==> config.mk <==
export PLATFORM = sky130hd
export DESIGN_NAME = pipeline_sequencer
export DESIGN_NICKNAME = d
export VERILOG_FILES = /design/src/rtl/pipeline_sequencer.sv
export SDC_FILE = /design/constraint.sdc
export NUM_CORES = 1
export LEC_CHECK = 0
export ABC_CLOCK_PERIOD_IN_PS = 5300
export CORE_UTILIZATION = 54
export CTS_BUF_LIST = sky130_fd_sc_hd__clkbuf_4 sky130_fd_sc_hd__clkbuf_8
export DETAILED_ROUTE_END_ITERATION = 16
export GPL_ROUTABILITY_DRIVEN = 0
export PLACE_DENSITY = 0.84
export SYNTH_ARGS = -nofsm -noshare
export SYNTH_HDL_FRONTEND = slang
export SYNTH_SLANG_ARGS = --single-unit
==> constraint.sdc <==
create_clock -name clk -period 5.3 [get_ports clk]
set_input_delay 1.325 -clock clk [delete_from_list [all_inputs] [get_ports clk]]
set_output_delay 1.325 -clock clk [all_outputs]
set_load 0.005 [all_outputs]
==> src/rtl/pipeline_sequencer.sv <==
// Stall/flush sequencer for the 5-stage pipeline: merges hazard, mul/div, memory
// wait-state and branch-redirect conditions into per-stage enables and bubbles.
module pipeline_sequencer #(
   parameter int MULDIV_LAT = 4,
   parameter int DELAY_SLOT = 1,
   parameter int CNT_W      = 32
) (
   input  logic             clk,
   input  logic             rst_n,
   input  logic             d_available,
   input  logic             d_jmp_taken,
   input  logic             e_muldiv,
   input  logic             m_mem_req,
   input  logic             dmem_ready,
   input  logic             imem_ready,
   output logic             pc_en,
   output logic             if_id_en,
   output logic             if_id_flush,
   output logic             id_ex_en,
   output logic             id_ex_bubble,
   output logic             ex_mem_en,
   output logic             ex_mem_bubble,
   output logic             mem_wb_en,
   output logic             mem_wb_bubble,
   output logic             muldiv_busy,
   output logic [CNT_W-1:0] stall_cnt
);

   typedef enum logic [1:0] {RUN, MULDIV, MEM_WAIT} state_t;

   localparam int CW          = (MULDIV_LAT > 2) ? $clog2(MULDIV_LAT - 1) : 1;
   localparam int MD_LOAD_INT = (MULDIV_LAT > 2) ? (MULDIV_LAT - 2) : 0;
   localparam logic [CW-1:0]    MD_LOAD   = CW'(MD_LOAD_INT);
   localparam logic [CW-1:0]    MD_ONE    = CW'(1);
   localparam logic [CW-1:0]    MD_ZERO   = '0;
   localparam logic [CNT_W-1:0] CNT_MAX   = '1;
   localparam bit               HAS_STALL = (MULDIV_LAT > 1);
   localparam bit               NO_SLOT   = (DELAY_SLOT == 0);

   state_t           state_q, state_d;
   state_t           retState_q, retState_d;
   state_t           effState;
   logic [CW-1:0]    mdCnt_q, mdCnt_d;
   logic             mdDone_q, mdDone_d;
   logic [CNT_W-1:0] stallCnt_q, stallCnt_d;

   logic memStall, mdTrigger, mdHold;
   logic pcEn, ifIdEn, ifIdFlush, idExEn, idExBubble;
   logic exMemEn, exMemBubble, memWbEn, memWbBubble;

   always_ff @(posedge clk or negedge rst_n) begin
      if (!rst_n) begin
         state_q    <= RUN;
         retState_q <= RUN;
         mdCnt_q    <= '0;
         mdDone_q   <= 1'b0;
         stallCnt_q <= '0;
      end else begin
         state_q    <= state_d;
         retState_q <= retState_d;
         mdCnt_q    <= mdCnt_d;
         mdDone_q   <= mdDone_d;
         stallCnt_q <= stallCnt_d;
      end
   end

   // The cycle that releases MEM_WAIT behaves exactly like the state it returns to.
   always_comb begin
      effState  = (state_q == MEM_WAIT) ? retState_q : state_q;
      memStall  = m_mem_req & ~dmem_ready;
      mdTrigger = (effState == RUN) & e_muldiv & ~mdDone_q & HAS_STALL;
      mdHold    = (effState == MULDIV) | mdTrigger;

      pcEn        = 1'b1;
      ifIdEn      = 1'b1;
      ifIdFlush   = 1'b0;
      idExEn      = 1'b1;
      idExBubble  = 1'b0;
      exMemEn     = 1'b1;
      exMemBubble = 1'b0;
      memWbEn     = 1'b1;
      memWbBubble = 1'b0;

      if (memStall) begin
         pcEn        = 1'b0;
         ifIdEn      = 1'b0;
         idExEn      = 1'b0;
         exMemEn     = 1'b0;
         memWbBubble = 1'b1;
      end else if (mdHold) begin
         pcEn        = 1'b0;
         ifIdEn      = 1'b0;
         idExEn      = 1'b0;
         exMemBubble = 1'b1;
      end else if (!d_available) begin
         pcEn       = 1'b0;
         ifIdEn     = 1'b0;
         idExBubble = 1'b1;
      end else if (!imem_ready) begin
         pcEn      = 1'b0;
         ifIdFlush = 1'b1;
      end else if (d_jmp_taken && NO_SLOT) begin
         ifIdFlush = 1'b1;
      end
   end

   // Memory stalls freeze md_cnt; md_done blocks the finished op from re-arming.
   always_comb begin
      state_d    = state_q;
      retState_d = retState_q;
      mdCnt_d    = mdCnt_q;
      mdDone_d   = mdDone_q;
      stallCnt_d = stallCnt_q;

      if (!pcEn && (stallCnt_q != CNT_MAX)) begin
         stallCnt_d = stallCnt_q + 1'b1;
      end

      if (memStall) begin
         if (state_q != MEM_WAIT) begin
            state_d    = MEM_WAIT;
            retState_d = effState;
         end
      end else begin
         state_d = effState;
         if (effState == MULDIV) begin
            mdCnt_d = mdCnt_q - 1'b1;
            if (mdCnt_q <= MD_ONE) begin
               state_d  = RUN;
               mdCnt_d  = MD_ZERO;
               mdDone_d = 1'b1;
            end
         end else if (mdTrigger) begin
            mdCnt_d = MD_LOAD;
            if (MD_LOAD_INT == 0) begin
               mdDone_d = 1'b1;
            end else begin
               state_d = MULDIV;
            end
         end else begin
            mdDone_d = 1'b0;
         end
      end
   end

   assign pc_en         = rst_n & pcEn;
   assign if_id_en      = rst_n & ifIdEn;
   assign if_id_flush   = rst_n & ifIdFlush;
   assign id_ex_en      = rst_n & idExEn;
   assign id_ex_bubble  = rst_n & idExBubble;
   assign ex_mem_en     = rst_n & exMemEn;
   assign ex_mem_bubble = rst_n & exMemBubble;
   assign mem_wb_en     = rst_n & memWbEn;
   assign mem_wb_bubble = rst_n & memWbBubble;
   assign muldiv_busy   = rst_n & (state_q == MULDIV);
   assign stall_cnt     = stallCnt_q;

endmodule

==> summary.txt <==
Setup path
  – Critical path buffers and inverters: 2
  – Startpoint types: input pin
  – Setup CP Type: input pin to output port
  – CP arrival: 3.09 ns
  – Critical-path cell list: clkdlybuf4s50_1 > nand2b_1 > and2_1 > and3_1 > nor2b_1 > clkdlybuf4s50_1
  – Worst Path Required: 3.97 ns
  – Most used cell, CP: clkdlybuf4s50_1
  – CP endpoint kind: output port
  – CP max FO: 6
  – Worst path max stage delay: 0.50 ns
  – Critical path's top delay family: buffers and inverters
  – Critical-path top delay cell: clkdlybuf4s50_1

Synthesis
  – Post-Syn Nets: 201
  – Area leader, netlist: dfrtp_1
  – Register area share after synthesis: 0.4927
  – Synth warn: 0
  – #FFs+latches synth: 39
  – Post-synth EDFFs: 0
  – Post-synthesis cell count: 192
  – Share of the synthesized area in the top cell type: 0.4927
  – Commonest cells in the netlist: dfrtp_1, xnor2_1, nand4_1
  – Synth unique cells: 35
  – Most frequent cell after synthesis: dfrtp_1
  – Fraction of registers with async set/reset: 1.000
  – Synth top area cells: dfrtp_1, xnor2_1, nand4_1
  – Synth Flop Type: dfrtp_1
  – Synthesized area: 1981 um2
  – Avg Inst Size Synth: 10.32 um2

Power
  – Peak ir drop on the vdd network: 0.3157 mV
  – Pwr Total: 0.7961 mW
  – P per Cell Area: 313.3 nW/um2
  – Leakage: 1.032 nW

Detailed routing
  – Initial DRC count: 98
  – Final ANT Viol Nets: 0
  – Overall routed net length: 4274 um
  – Residual DRC: 0
  – Mean routed wirelength per cell: 14.79 um
  – Via/cell ratio: 5.824
  – TritonRoute pass-1 iters: 4
  – Via count: 1683

Global route
  – Total GRT Usage: 0.2540
  – Global route overflow: 0
  – First-pass GRT wire length: 7645 um
  – Antenna violations before repair: 0
  – Largest net degree at the start of global routing: 26
  – Vias in the first global route: 1610

Status
  – Status: finished clean

Die
  – Total core area: 3416 um2
  – Row cnt: 21
  – Die height: 62.56 um
  – IO Pins: 50
  – Die width: 62.56 um
  – Starting Density: 0.5799
  – Die ar.: 3914 um2

Clock tree
  – Longest Clk Path Bufs: 2
  – CTS clk-pin slew, worst paths: 0.11 ns
  – Cts bufs inserted: 5
  – Root buf cell: clkbuf_4
  – Post-cts gate resize count: 0
  – CTS sink cnt: 39
  – CTS tree: done
  – Cts hold-fix bufs: 0
  – Worst-skew pair later-pin latency: 0.35 ns
  – Setup Buffers After CTS: 0
  – Htree depth: 2

Timing
  – Slew headroom: 0.3827
  – Setup Skew: 0.007523 ns
  – Final setup fails: 0
  – Fmax: 226.4 MHz
  – Fin crit period: 4.418 ns
  – Final Slew Violations: 0
  – Least-Margin Pin Slew: 0.9232 ns
  – RSZ-0062 raised after global routing: false
  – Final period util: 0.8335
  – Final hold vios: 0
  – Setup TNS: 0 ns

Final layout
  – Area Growth Syn to Fin: 28.30%
  – # diodes: 0
  – Share of cells above drive strength 1: 0.06996
  – Layout fillers: 263
  – Fin nets: 253
  – Post-route cell area: 2541 um2

Place
  – Count of input and output buffers: 48
  – Dpl hpwl: 3052 um
  – DP Area: 2496 um2

Run
  – Maxcap violations: 0

Min path
  – Type of the worst min-delay path: flop to flop
[stage by stage]
step | util | hold slack, ns | cells | worst slack, ns
after floorplan | - | 0.4394 | 192 | 1.876
after global placement | 0.7308 | 0.4577 | 283 | 0.9119
after detailed placement | 0.7308 | 0.4791 | 283 | 0.8690
after CTS | 0.7440 | 0.5007 | 289 | 0.8701
after global routing | 0.7440 | 0.5031 | 289 | 0.7260
final | 0.7440 | 0.4936 | 289 | 0.8824
[layout make-up]
cell class / count / area [um2] / share of cell area
Tap cell: 46 / 57.56 / 0.02265
Inverter: 2 / 7.507 / 0.002954
Sequential cell: 39 / 975.9 / 0.3840
Multi-Input combinational cell: 147 / 972.2 / 0.3826
Timing Repair Buffer: 49 / 483.0 / 0.1901
Clock buffer: 6 / 45.04 / 0.01773
[worst paths after layout]
kind / from / end / slack (ns) / cells after the start
worst min-delay path: mdCnt_q[0]$_DFFE_PN0P_ / mdCnt_q[0]$_DFFE_PN0P_ / 0.49 / 1
worst max-delay path: dmem_ready / if_id_flush / 0.88 / 6
worst max register to register: stall_cnt[18]$_DFFE_PN0P_ / stall_cnt[1]$_DFFE_PN0P_ / 2.72 / 5
worst min register to register: mdCnt_q[0]$_DFFE_PN0P_ / mdCnt_q[0]$_DFFE_PN0P_ / 0.49 / 1
max in group asynchronous: rst_n / stall_cnt[12]$_DFFE_PN0P_ / 3.75 / 2
min in group asynchronous: rst_n / stall_cnt[9]$_DFFE_PN0P_ / 0.90 / 1
[where the power goes]
group | switching, mW | total (mW) | internal, mW
sequential | 0.0560 | 0.406 | 0.349
combinational | 0.109 | 0.246 | 0.137
clock | 0.0927 | 0.145 | 0.0523
[placed cells by master, fill, tap and decap left out, types with 2 or more instances in the layout]
| master | count |
|---|---|
| clkbuf_4 | 6 |
| clkdlybuf4s50_1 | 47 |
| dfrtp_1 | 39 |
| nand2_1 | 13 |
| inv_1 | 2 |
| nor2_1 | 8 |
| a21oi_1 | 4 |
| nor3_1 | 3 |
| o21ai_2 | 2 |
| and3_1 | 13 |
| o21ai_0 | 5 |
| nand4_1 | 23 |
| and4_1 | 2 |
| xnor2_1 | 31 |
| nand3_1 | 13 |
| and2_1 | 6 |
| nor2b_1 | 6 |
[cells by family (layout without fill, tap and decap cells)]
group | after synthesis | count (layout) | share of synthesized area
mux | 1 | 1 | 0.005685
compound gates | 16 | 16 | 0.05244
flops | 39 | 39 | 0.4927
xor+xnor | 31 | 31 | 0.1371
buf+inv | 6 | 57 | 0.01642
fa+ha+maj | 1 | 1 | 0.006316
simple gates | 98 | 98 | 0.2893
[flip-flops by register name, indices dropped and copies added (netlist names)]
name and count:
stall_cnt 32, mdCnt_q 2, retState_q 2, state_q 2, mdDone_q 1
[layer usage]
metal  GRT usage  up-vias  share of wire
met5           0        -              0
li1            -      806              -
met1      0.3514      815           0.45
met4      0.1221        0          0.020
met2      0.3777       53           0.47
met3     0.05657        9          0.055
Power figures use the tool's default switching activity.
